$ cat config.mk
export PLATFORM = sky130hd
export DESIGN_NAME = rgb_fifo2stream_flat
export DESIGN_NICKNAME = d
export VERILOG_FILES = /design/src/rtl/dram_stream_pkg.sv /design/src/rtl/rgb_fifo2stream_if.sv /design/src/rtl/rgb_fifo2stream_pix_skid2.sv /design/src/rtl/rgb_fifo2stream.sv /design/src/flat_wrapper.sv
export SDC_FILE = /design/constraint.sdc
export NUM_CORES = 1
export LEC_CHECK = 0
export ABC_AREA = 1
export ABC_CLOCK_PERIOD_IN_PS = 3400
export CAP_MARGIN = 0
export CELL_PAD_IN_SITES_DETAIL_PLACEMENT = 1
export CELL_PAD_IN_SITES_GLOBAL_PLACEMENT = 1
export CORE_ASPECT_RATIO = 0.9
export CORE_UTILIZATION = 38
export CTS_CLUSTER_SIZE = 20
export DETAILED_ROUTE_END_ITERATION = 8
export GPL_ROUTABILITY_DRIVEN = 0
export MAX_ROUTING_LAYER = met4
export PLACE_DENSITY_LB_ADDON = 0.1
export REMOVE_ABC_BUFFERS = 1
export SLEW_MARGIN = 25
export SYNTH_ARGS = -nofsm -noshare
export SYNTH_HDL_FRONTEND = slang
export SYNTH_SLANG_ARGS = --single-unit
$ cat constraint.sdc
create_clock -name clk -period 3.4 [get_ports clk]
set_input_delay 0.51 -clock clk [delete_from_list [all_inputs] [get_ports clk]]
set_output_delay 0.51 -clock clk [all_outputs]
set_load 0.02 [all_outputs]
$ cat src/rtl/dram_stream_pkg.sv
// Shared constants, state encoding and pixel-flag layout for the DRAM-to-pixel stream path.
package dram_stream_pkg;
    localparam int BURST     = 64;
    localparam int H_ACTIVE  = 1600;
    localparam int V_ACTIVE  = 900;
    localparam int FRAME     = H_ACTIVE * V_ACTIVE;

    localparam int RGB_W     = 24;
    localparam int X_W       = 11;
    localparam int Y_W       = 10;
    localparam int FLAG_W    = 3;
    localparam int IDX_W     = 21;
    localparam int TAG_W     = X_W + Y_W + FLAG_W;
    localparam int PAYLOAD_W = RGB_W + TAG_W;

    localparam int FLAG_SOF  = 0;
    localparam int FLAG_EOL  = 1;
    localparam int FLAG_EOF  = 2;

    typedef enum logic [2:0] {
        S_IDLE      = 3'd0,
        S_ADDR      = 3'd1,
        S_ADDR_WAIT = 3'd2,
        S_STREAM    = 3'd3,
        S_DONE      = 3'd4
    } state_t;

    function automatic logic [FLAG_W-1:0] pix_flags_of(
        input logic [X_W-1:0] x,
        input logic [Y_W-1:0] y,
        input int             h,
        input int             v
    );
        logic [FLAG_W-1:0] f;
        f           = '0;
        f[FLAG_SOF] = (x == '0) && (y == '0);
        f[FLAG_EOL] = (int'(x) == h - 1);
        f[FLAG_EOF] = (int'(x) == h - 1) && (int'(y) == v - 1);
        return f;
    endfunction
endpackage

$ cat src/rtl/rgb_fifo2stream_if.sv
// Pixel stream bundle: valid/ready handshake plus RGB data and its raster tags.
interface rgb_fifo2stream_if;
    import dram_stream_pkg::*;

    logic              pix_valid;
    logic              pix_ready;
    logic [RGB_W-1:0]  pix_data;
    logic [X_W-1:0]    pix_x;
    logic [Y_W-1:0]    pix_y;
    logic [FLAG_W-1:0] pix_flags;

    modport master (output pix_valid, pix_data, pix_x, pix_y, pix_flags, input pix_ready);
    modport slave  (input pix_valid, pix_data, pix_x, pix_y, pix_flags, output pix_ready);
endinterface

$ cat src/rtl/rgb_fifo2stream_pix_skid2.sv
// Two-entry output buffer; the head entry drives the outputs and only moves on acceptance.
module pix_skid2 import dram_stream_pkg::*; #(
    parameter int W = PAYLOAD_W
) (
    input  logic         clk,
    input  logic         rst,
    input  logic         in_valid,
    output logic         in_ready,
    input  logic [W-1:0] in_data,
    output logic         out_valid,
    input  logic         out_ready,
    output logic [W-1:0] out_data,
    output logic [1:0]   count
);
    logic [W-1:0] head;
    logic [W-1:0] tail;
    logic         push;
    logic         pop;

    assign in_ready  = (count != 2'd2);
    assign out_valid = (count != 2'd0);
    assign out_data  = head;
    assign push      = in_valid && in_ready;
    assign pop       = out_valid && out_ready;

    always_ff @(posedge clk) begin
        if (rst) begin
            count <= 2'd0;
            head  <= '0;
            tail  <= '0;
        end else begin
            case (count)
                2'd0: begin
                    if (push) begin
                        head  <= in_data;
                        count <= 2'd1;
                    end
                end
                2'd1: begin
                    if (push && pop) begin
                        head <= in_data;
                    end else if (push) begin
                        tail  <= in_data;
                        count <= 2'd2;
                    end else if (pop) begin
                        count <= 2'd0;
                    end
                end
                default: begin
                    if (pop) begin
                        head  <= tail;
                        count <= 2'd1;
                    end
                end
            endcase
        end
    end
endmodule

$ cat src/rtl/rgb_fifo2stream.sv
// Pops DRAM read bursts out of the RGB FIFO and emits them as a raster-tagged pixel stream.
module rgb_fifo2stream import dram_stream_pkg::*; #(
    parameter int BURST    = dram_stream_pkg::BURST,
    parameter int H_ACTIVE = dram_stream_pkg::H_ACTIVE,
    parameter int V_ACTIVE = dram_stream_pkg::V_ACTIVE
) (
    input  logic        clk,
    input  logic        rst,
    input  logic [10:0] rgb_cnt,
    output logic        rgb_rd,
    input  logic [31:0] rgb_in,
    output logic        addr_rd,
    input  logic [31:0] addr_in,
    input  logic        restart,
    rgb_fifo2stream_if.master pix,
    output logic        busy,
    output logic        seq_err
);
    localparam int                FRAME_PIX = H_ACTIVE * V_ACTIVE;
    localparam int                CNT_W     = $clog2(BURST + 1);
    localparam logic [X_W-1:0]    X_LAST    = X_W'(H_ACTIVE - 1);
    localparam logic [IDX_W-1:0]  IDX_END   = IDX_W'(FRAME_PIX);
    localparam logic [CNT_W-1:0]  BURST_N   = CNT_W'(BURST);
    localparam logic [10:0]       CNT_THR   = 11'(BURST);

    state_t             state;
    state_t             state_nxt;
    logic [X_W-1:0]     x;
    logic [Y_W-1:0]     y;
    logic [IDX_W-1:0]   exp_idx;
    logic [CNT_W-1:0]   pop_left;
    logic [CNT_W-1:0]   acc_left;
    logic               vld_p1;
    logic [TAG_W-1:0]   tag_p1;
    logic [1:0]         occ;
    logic [2:0]         pending;
    logic               buf_valid;
    logic               accept;
    logic               load_burst;
    logic               restart_clr;
    logic               seq_mismatch;
    logic [PAYLOAD_W-1:0] buf_out;
    logic               buf_ready_unused;
    logic               unused_rgb_hi;

    assign unused_rgb_hi = ^rgb_in[31:24];
    assign accept        = buf_valid && pix.pix_ready;
    assign busy          = (state != S_IDLE);
    assign seq_mismatch  = (addr_in != {{(32-IDX_W){1'b0}}, exp_idx});
    // Count what will still be held after this cycle's accept, so a steady stream pops every cycle.
    assign pending       = {1'b0, occ} - {2'b0, accept} + {2'b0, vld_p1};

    always_ff @(posedge clk) begin
        if (rst) begin
            state <= S_IDLE;
        end else begin
            state <= state_nxt;
        end
    end

    always_comb begin
        state_nxt   = state;
        rgb_rd      = 1'b0;
        addr_rd     = 1'b0;
        load_burst  = 1'b0;
        restart_clr = 1'b0;
        case (state)
            S_IDLE: begin
                if (rgb_cnt >= CNT_THR) state_nxt = S_ADDR;
            end
            S_ADDR: begin
                addr_rd   = 1'b1;
                state_nxt = S_ADDR_WAIT;
            end
            S_ADDR_WAIT: begin
                load_burst = 1'b1;
                state_nxt  = S_STREAM;
            end
            S_STREAM: begin
                rgb_rd = (pop_left != '0) && (pending < 3'd2);
                // Leave only on the final accept, so nothing is stranded in the buffer.
                if (accept && acc_left == CNT_W'(1)) begin
                    state_nxt = (exp_idx == IDX_END) ? S_DONE : S_IDLE;
                end
            end
            S_DONE: begin
                if (restart) begin
                    restart_clr = 1'b1;
                    state_nxt   = S_IDLE;
                end
            end
            default: state_nxt = S_IDLE;
        endcase
    end

    // Stage p0 -> p1: raster position is assigned at pop time and travels with the read strobe.
    always_ff @(posedge clk) begin
        if (rst) begin
            x        <= '0;
            y        <= '0;
            exp_idx  <= '0;
            pop_left <= '0;
            acc_left <= '0;
            seq_err  <= 1'b0;
            vld_p1   <= 1'b0;
            tag_p1   <= '0;
        end else begin
            vld_p1 <= rgb_rd;
            if (load_burst) begin
                pop_left <= BURST_N;
                acc_left <= BURST_N;
                if (seq_mismatch) seq_err <= 1'b1;
            end
            if (restart_clr) begin
                x       <= '0;
                y       <= '0;
                exp_idx <= '0;
            end
            if (rgb_rd) begin
                tag_p1   <= {x, y, pix_flags_of(x, y, H_ACTIVE, V_ACTIVE)};
                pop_left <= pop_left - 1'b1;
                exp_idx  <= exp_idx + 1'b1;
                if (x == X_LAST) begin
                    x <= '0;
                    y <= y + 1'b1;
                end else begin
                    x <= x + 1'b1;
                end
            end
            if (accept && acc_left != '0) acc_left <= acc_left - 1'b1;
        end
    end

    // Stage p1 -> buffer: FIFO data arrives one cycle after the strobe and joins its tag.
    pix_skid2 #(.W(PAYLOAD_W)) u_skid (
        .clk       (clk),
        .rst       (rst),
        .in_valid  (vld_p1),
        .in_ready  (buf_ready_unused),
        .in_data   ({rgb_in[RGB_W-1:0], tag_p1}),
        .out_valid (buf_valid),
        .out_ready (pix.pix_ready),
        .out_data  (buf_out),
        .count     (occ)
    );

    assign pix.pix_valid = buf_valid;
    assign pix.pix_data  = buf_out[PAYLOAD_W-1 -: RGB_W];
    assign pix.pix_x     = buf_out[TAG_W-1 -: X_W];
    assign pix.pix_y     = buf_out[FLAG_W+Y_W-1 -: Y_W];
    assign pix.pix_flags = buf_out[FLAG_W-1:0];
endmodule

$ cat src/flat_wrapper.sv
// flat-port wrapper written by rule: the top's interface ports become plain ports
module rgb_fifo2stream_flat import dram_stream_pkg::*;
#(
    parameter int BURST    = dram_stream_pkg::BURST,
    parameter int H_ACTIVE = dram_stream_pkg::H_ACTIVE,
    parameter int V_ACTIVE = dram_stream_pkg::V_ACTIVE
)
  (clk, rst, rgb_cnt, rgb_rd, rgb_in, addr_rd, addr_in, restart, busy, seq_err, pix_pix_valid, pix_pix_data, pix_pix_x, pix_pix_y, pix_pix_flags, pix_pix_ready);
  rgb_fifo2stream_if pix_i ();
  input  logic clk;
  input  logic rst;
  input  logic [10:0] rgb_cnt;
  output logic rgb_rd;
  input  logic [31:0] rgb_in;
  output logic addr_rd;
  input  logic [31:0] addr_in;
  input  logic restart;
  output logic busy;
  output logic seq_err;
  output wire logic [$bits(pix_i.pix_valid)-1:0] pix_pix_valid;
  output wire logic [$bits(pix_i.pix_data)-1:0] pix_pix_data;
  output wire logic [$bits(pix_i.pix_x)-1:0] pix_pix_x;
  output wire logic [$bits(pix_i.pix_y)-1:0] pix_pix_y;
  output wire logic [$bits(pix_i.pix_flags)-1:0] pix_pix_flags;
  input wire logic [$bits(pix_i.pix_ready)-1:0] pix_pix_ready;
  assign pix_pix_valid = pix_i.pix_valid;
  assign pix_pix_data = pix_i.pix_data;
  assign pix_pix_x = pix_i.pix_x;
  assign pix_pix_y = pix_i.pix_y;
  assign pix_pix_flags = pix_i.pix_flags;
  assign pix_i.pix_ready = pix_pix_ready;
  rgb_fifo2stream #(.BURST(BURST), .H_ACTIVE(H_ACTIVE), .V_ACTIVE(V_ACTIVE)) u_core (.clk(clk), .rst(rst), .rgb_cnt(rgb_cnt), .rgb_rd(rgb_rd), .rgb_in(rgb_in), .addr_rd(addr_rd), .addr_in(addr_in), .restart(restart), .pix(pix_i), .busy(busy), .seq_err(seq_err));
endmodule
# Word level (Yosys, flattened, before mapping)
# Index checks and enable logic that the tools add are counted.
[word_totals]
out_inout_bits = 53
mem_bits_rw = 0
rom_bits = 0
n_memories = 0
word_cells = 97
ff_bits = 183
latch_bits = 0
in_bits = 79
[classes]
add_sub_neg = 7
n_reduce_logical = 25
order_cmp = 2
multipliers = 0
n_eq_ne = 19
n_shift = 0
n_bitwise = 1
div_mod_pow = 0
muxes = 31
[op_table]
columns = ["operator", "n"]
rows = [
  ["2-to-1 mux 48 bit", 3],
  ["one-hot mux 48 bit (2 select lines)", 1],
  ["2-to-1 mux 21 bit", 2],
  ["2-to-1 mux 11 bit", 3],
  ["inequality test 32 x 21 -> 1 bit", 1],
  ["2-to-1 mux 10 bit", 3],
  ["adder 21 x 1 -> 21 bit (second input constant)", 1],
  ["== test 21 bit (second input constant)", 1],
  ["2-to-1 mux 7 bit", 3],
  ["one-hot mux 3 bit (5 select lines)", 1],
  ["nonzero test 7 bit", 2],
  ["subtractor 7 x 1 -> 7 bit (second input constant)", 2],
  ["2-to-1 mux 3 bit", 4],
  ["adder 11 x 1 -> 11 bit (second input constant)", 1],
  ["== test 11 x 10 -> 1 bit (second input constant)", 1],
  ["== test 11 bit (second input constant)", 1],
  [">= comparator 11 x 7 -> 1 bit (second input constant)", 1],
  ["logical NOT 11 bit", 1],
  ["adder 10 x 1 -> 10 bit (second input constant)", 1],
  ["== test 10 x 8 -> 1 bit (second input constant)", 1],
  ["logical NOT 10 bit", 1],
  ["2-to-1 mux 2 bit", 5],
  ["inequality test 2 bit (second input constant)", 5],
  ["AND reduction 3 bit", 3],
  ["other kinds (20)", 37],
]

# Longest topological paths before layout
[logic_depth]
word_depth = 8
ltp_mapped = 17
ltp_nobuf = 16

# Hierarchy
# Synthesis repeated with hierarchy kept, for this count alone.
[unflattened]
cells_unflattened = 1327
area_unflattened_um2 = 8812.2
[modules_own_cells]
columns = ["mod", "n_inst", "area_per_inst_um2", "cells_each", "seq_area_each_um2"]
rows = [
  ["rgb_fifo2stream", 1, 4750.8, 731, 1701.6],
  ["pix_skid2", 1, 4061.4, 596, 1961.9],
]

# Worst setup path after synthesis
# OpenSTA, ideal clock, no wires.
[synth_path]
path_type = "register to output"
from = "register u_core.u_skid.count[1]"
to = "output rgb_rd"
arrival_time_ps = 2455
required_ps = 2890
path_stages_with_launch = 13
setup_slack_ps = 435
n_path_buf = 3
path_cell_list = "dfxtp_1 -> buf_4 -> nor2_2 -> nor2_4 -> ha_1 -> or2_2 -> fa_1 -> nand3_1 -> nor2_2 -> nand2_4 -> inv_4 -> buf_6 -> buf_4"
[synth_between]
elab_chain_len = 7
[synth_lines]
columns = ["item", "line_no", "source"]
rows = [
  ["from (decl)", "rgb_fifo2stream_pix_skid2.sv:13", "output logic [1:0] count"],
  ["from (signal assigned)", "rgb_fifo2stream_pix_skid2.sv:28", "count <= 2'd0;"],
  ["from (signal assigned)", "rgb_fifo2stream_pix_skid2.sv:36", "count <= 2'd1;"],
  ["from (signal assigned)", "rgb_fifo2stream_pix_skid2.sv:44", "count <= 2'd2;"],
  ["nonzero test 2 bit", "rgb_fifo2stream_pix_skid2.sv:21", "assign out_valid = (count != 2'd0);"],
  ["logical AND 1 bit", "rgb_fifo2stream.sv:47", "assign accept = buf_valid && pix.pix_ready;"],
  ["subtractor 2 x 1 -> 3 bit (*)", "rgb_fifo2stream.sv:51", "assign pending = {1'b0, occ} - {2'b0, accept} + {2'b0, vld_p1};"],
  ["adder 3 x 1 -> 3 bit (*)", "rgb_fifo2stream.sv:51", ""],
  ["< comparator 3 x 2 -> 1 bit (*)", "rgb_fifo2stream.sv:80", "rgb_rd = (pop_left != '0) && (pending < 3'd2);"],
  ["logical AND 1 bit (*)", "rgb_fifo2stream.sv:80", ""],
  ["2-to-1 mux 1 bit (*)", "rgb_fifo2stream.sv:67", "case (state)"],
  ["to (decl)", "flat_wrapper.sv:13", "output logic rgb_rd;"],
]
# Every way passes the cells marked *; elsewhere a longest branch is shown, timed or not.

# Worst setup path in the final report
[layout_path]
from = "input pix_pix_ready"
to = "output rgb_rd"
[layout_between]
elab_chain_len = 6
[layout_lines]
columns = ["item", "line_no", "source"]
rows = [
  ["from (decl)", "flat_wrapper.sv:25", "input wire logic [$bits(pix_i.pix_ready)-1:0] pix_pix_ready;"],
  ["logical AND 1 bit", "rgb_fifo2stream.sv:47", ""],
  ["subtractor 2 x 1 -> 3 bit", "rgb_fifo2stream.sv:51", ""],
  ["adder 3 x 1 -> 3 bit", "rgb_fifo2stream.sv:51", ""],
  ["< comparator 3 x 2 -> 1 bit", "rgb_fifo2stream.sv:80", ""],
  ["logical AND 1 bit", "rgb_fifo2stream.sv:80", ""],
  ["2-to-1 mux 1 bit", "rgb_fifo2stream.sv:67", ""],
]
# Every way passes these cells.

==> flow_summary.json <==
{
  "status": "complete, no violations",
  "critical-path-max-stage-delay_ns": 0.49,
  "skew_ns": 0.0128,
  "grt_pass1_wl_um": 39600,
  "irDropWorstVdd_uv": 276,
  "synthCells": 1229,
  "ys_ff_latch": 183,
  "fin_crit_ns": 3.28,
  "ys_seq_area_share_pct": 43.4,
  "drc": 0,
  "dr.pass1.iters": 4,
  "finalSetupViolations": 0,
  "cts_root_buf": "clkbuf_16",
  "drtIter0Drc": 383,
  "cap_viol_max_count": 0,
  "ff2ff_setup_slack_ns": 0.44,
  "max-slew-margin-rel_pct": 54.2,
  "worst_pin_slew_ns": 0.688,
  "cts_buffers": 17,
  "wl_per_cell_um": 14.5,
  "core_area_um2": 21700,
  "hold_viol": 0,
  "synth_edf_count": 0,
  "yosysTopAreaCell": "dfxtp_1",
  "grt_pass1_vias": 7951,
  "cts_hold_buf": 0,
  "antenna_cells": 0,
  "clock_latency_ns": 0.43,
  "synth_top_family_by_area": "simple AND/OR/NAND/NOR gates",
  "cts_sinks": 183,
  "period_share_pct": 96.6,
  "path_cells": "clkdlybuf4s50_1 -> inv_1 -> nor2_4 -> ha_1 -> or2_2 -> fa_1 -> nand3_1 -> nor2_2 -> nand2_4 -> inv_4 -> buf_2",
  "whs_ns": 0.462,
  "clockBufferDepth": 2,
  "worstSetupPathType": "in -> out",
  "synth-warning-count": 0,
  "die-area_um2": 22800,
  "ant_nets": 0,
  "synth.avg_cell_area_um2": 6.87,
  "crit_required_ns": 2.89,
  "rows": 51,
  "yosys.area_share.adder_pct": 1.87,
  "finalWorstSetupSlack_ns": 0.115,
  "vias": 8188,
  "layout-drive-gt1-share_pct": 6.05,
  "worstPathArrival_ns": 2.77,
  "io_pins": 132,
  "synth_top_area_share_pct": 43.4,
  "synth_commonest_cells": "nand2_1 (280), nor2_1 (187), dfxtp_1 (183)",
  "synthFlopType": "dfxtp_1",
  "cp-start-kind": "input port",
  "htreeDepth": 4,
  "fmax_mhz": 304,
  "critPathCaptureType": "output pin",
  "synthSimpleGateAreaFrac_pct": 28.2,
  "die_h_um": 143,
  "slew_viol_final": 0,
  "cts_setup_buffers": 0,
  "holdCritPathClass": "reg -> reg",
  "start_util_pct": 38.9,
  "fillers": 2800,
  "p_leak_uw": 0.00398,
  "pre_cts_ws_ns": -0.298,
  "synth.most_common_cell": "nand2_1",
  "grt_remaining_overflow": 0,
  "cts_tree": "yes",
  "grt_antenna_before_repair": 0,
  "grt_max_degree": 73,
  "portBuffers": 117,
  "viasPerCell": 5.02,
  "wl_um": 23700,
  "synthMuxAreaShare_pct": 0,
  "dp.final_hpwl_um": 15900,
  "fin_nets": 1417,
  "fin_tns_setup_ns": 0,
  "clk_pin_slew_ns": 0.07,
  "synth_async_sr_flop_share_pct": 0,
  "synthTopCellsByArea": "dfxtp_1 (43%), nand2_1 (12%), o21ai_0 (8.9%), nor2_1 (8.3%), inv_1 (4.7%)",
  "cp_max_fo": 2,
  "rsz0062_at_grt": "false",
  "crit_slowest_cell": "fa_1",
  "synth_xor_area_share_pct": 0.519,
  "synth_compound_area_share_pct": 17.4,
  "die_w_um": 159,
  "power.density_nw_per_um2": 431,
  "syn_area_um2": 8440,
  "ys_types": 40,
  "synthToLayoutAreaGrowth_pct": 24.0,
  "track_usage_pct": 21.9
}
## stage by stage
| stage | cells | total power [µW] | utilization (%) | instance area [µm²] |
|---|---|---|---|---|
| 2_1_floorplan | 1167 | 2420 | - | 8140 |
| 3_3_place_gp | 1598 | 2600 | 45.6 | 9890 |
| 3_5_place_dp | 1598 | 2610 | 45.6 | 9890 |
| 4_1_cts | 1630 | 4560 | 48.2 | 10500 |
| 5_1_grt | 1630 | 4700 | 48.2 | 10500 |
| 6_report | 1630 | 4510 | 48.2 | 10500 |
## layout by cell type, fill, tap and decap left out, drive strengths merged, types with 2 or more instances in the layout
cell type / netlist / routed
nand2: 284 / 284
nor2: 198 / 198
dfxtp: 183 / 183
o21ai: 156 / 156
inv: 110 / 119
clkdlybuf4s50: 0 / 116
a21oi: 65 / 65
nand3: 55 / 55
a31oi: 49 / 49
buf: 27 / 24
nor3: 20 / 20
clkbuf: 35 / 18
nand4: 11 / 11
ha: 11 / 11
clkinv: 2 / 6
xor2: 5 / 5
nor4: 4 / 4
or2: 2 / 2
o31ai: 2 / 2
o211ai: 2 / 2
## where the power goes
part	switching, µW	total (µW)	internal [µW]
Sequential	20.9	2190	2170
Clock	971	1960	989
Combinational	194	360	165
Total	1190	4510	3330
## critical path, delay by kind of cell
kind          cells  cell delay, ns
simple gates      5            0.77
fa+ha+maj         2            0.71
buf+inv           4            0.77
## worst paths after layout
kind                                from           endpoint  depth (start not counted)
setup / recovery           pix_pix_ready             rgb_rd                         11
hold / removal            u_core.seq_err     u_core.seq_err                          2
setup reg to reg  u_core.u_skid.count[1]  u_core.tag_p1[10]                         13
hold reg to reg           u_core.seq_err     u_core.seq_err                          2
## cells by family (layout without fill, tap and decap cells)
family / count (synthesis) / in the layout
buffers and inverters: 174 / 284
xor gates and xnor gates: 5 / 5
and+or+nand+nor: 577 / 577
adders and majority gates: 12 / 12
DFF: 183 / 183
AOI/OAI and AO/OA: 278 / 278
## area by class of cell
type	count	area [µm²]	area share (%)
well taps	291	364	3.48
clock buffers	18	429	4.10
inverters	112	425	4.07
flip-flops and latches	183	3660	35.0
repair buffers	140	1380	13.2
multi-input cells	872	4050	38.7
clock inverters	14	149	1.42
## routing by layer
layer | vias to the layer above | wire (µm) | global-route usage (%)
met5 | - | 0 | -
met4 | 0 | 220 | 4.91
met3 | 16 | 581 | 3.41
met2 | 106 | 11400 | 37.1
met1 | 3862 | 11500 | 27.7
li1 | 4204 | - | -
## flip-flops by register name (all words and copies together), names as in the netlist
| name | count |
|---|---|
| u_core.u_skid.tail | 48 |
| u_core.pop_left | 7 |
| u_core.vld_p1 | 1 |
| u_core.x | 11 |
| u_core.state | 3 |
| u_core.y | 10 |
| u_core.u_skid.out_data | 48 |
| u_core.u_skid.count | 2 |
| u_core.acc_left | 7 |
| u_core.seq_err | 1 |
| u_core.exp_idx | 21 |
| u_core.tag_p1 | 24 |
## repair_timing
action	4_1_cts	5_1_grt
endpoints found under the setup margin	1	2
pin swaps	0	1
resized for setup	3	2
(Power assumes the default switching activity.)
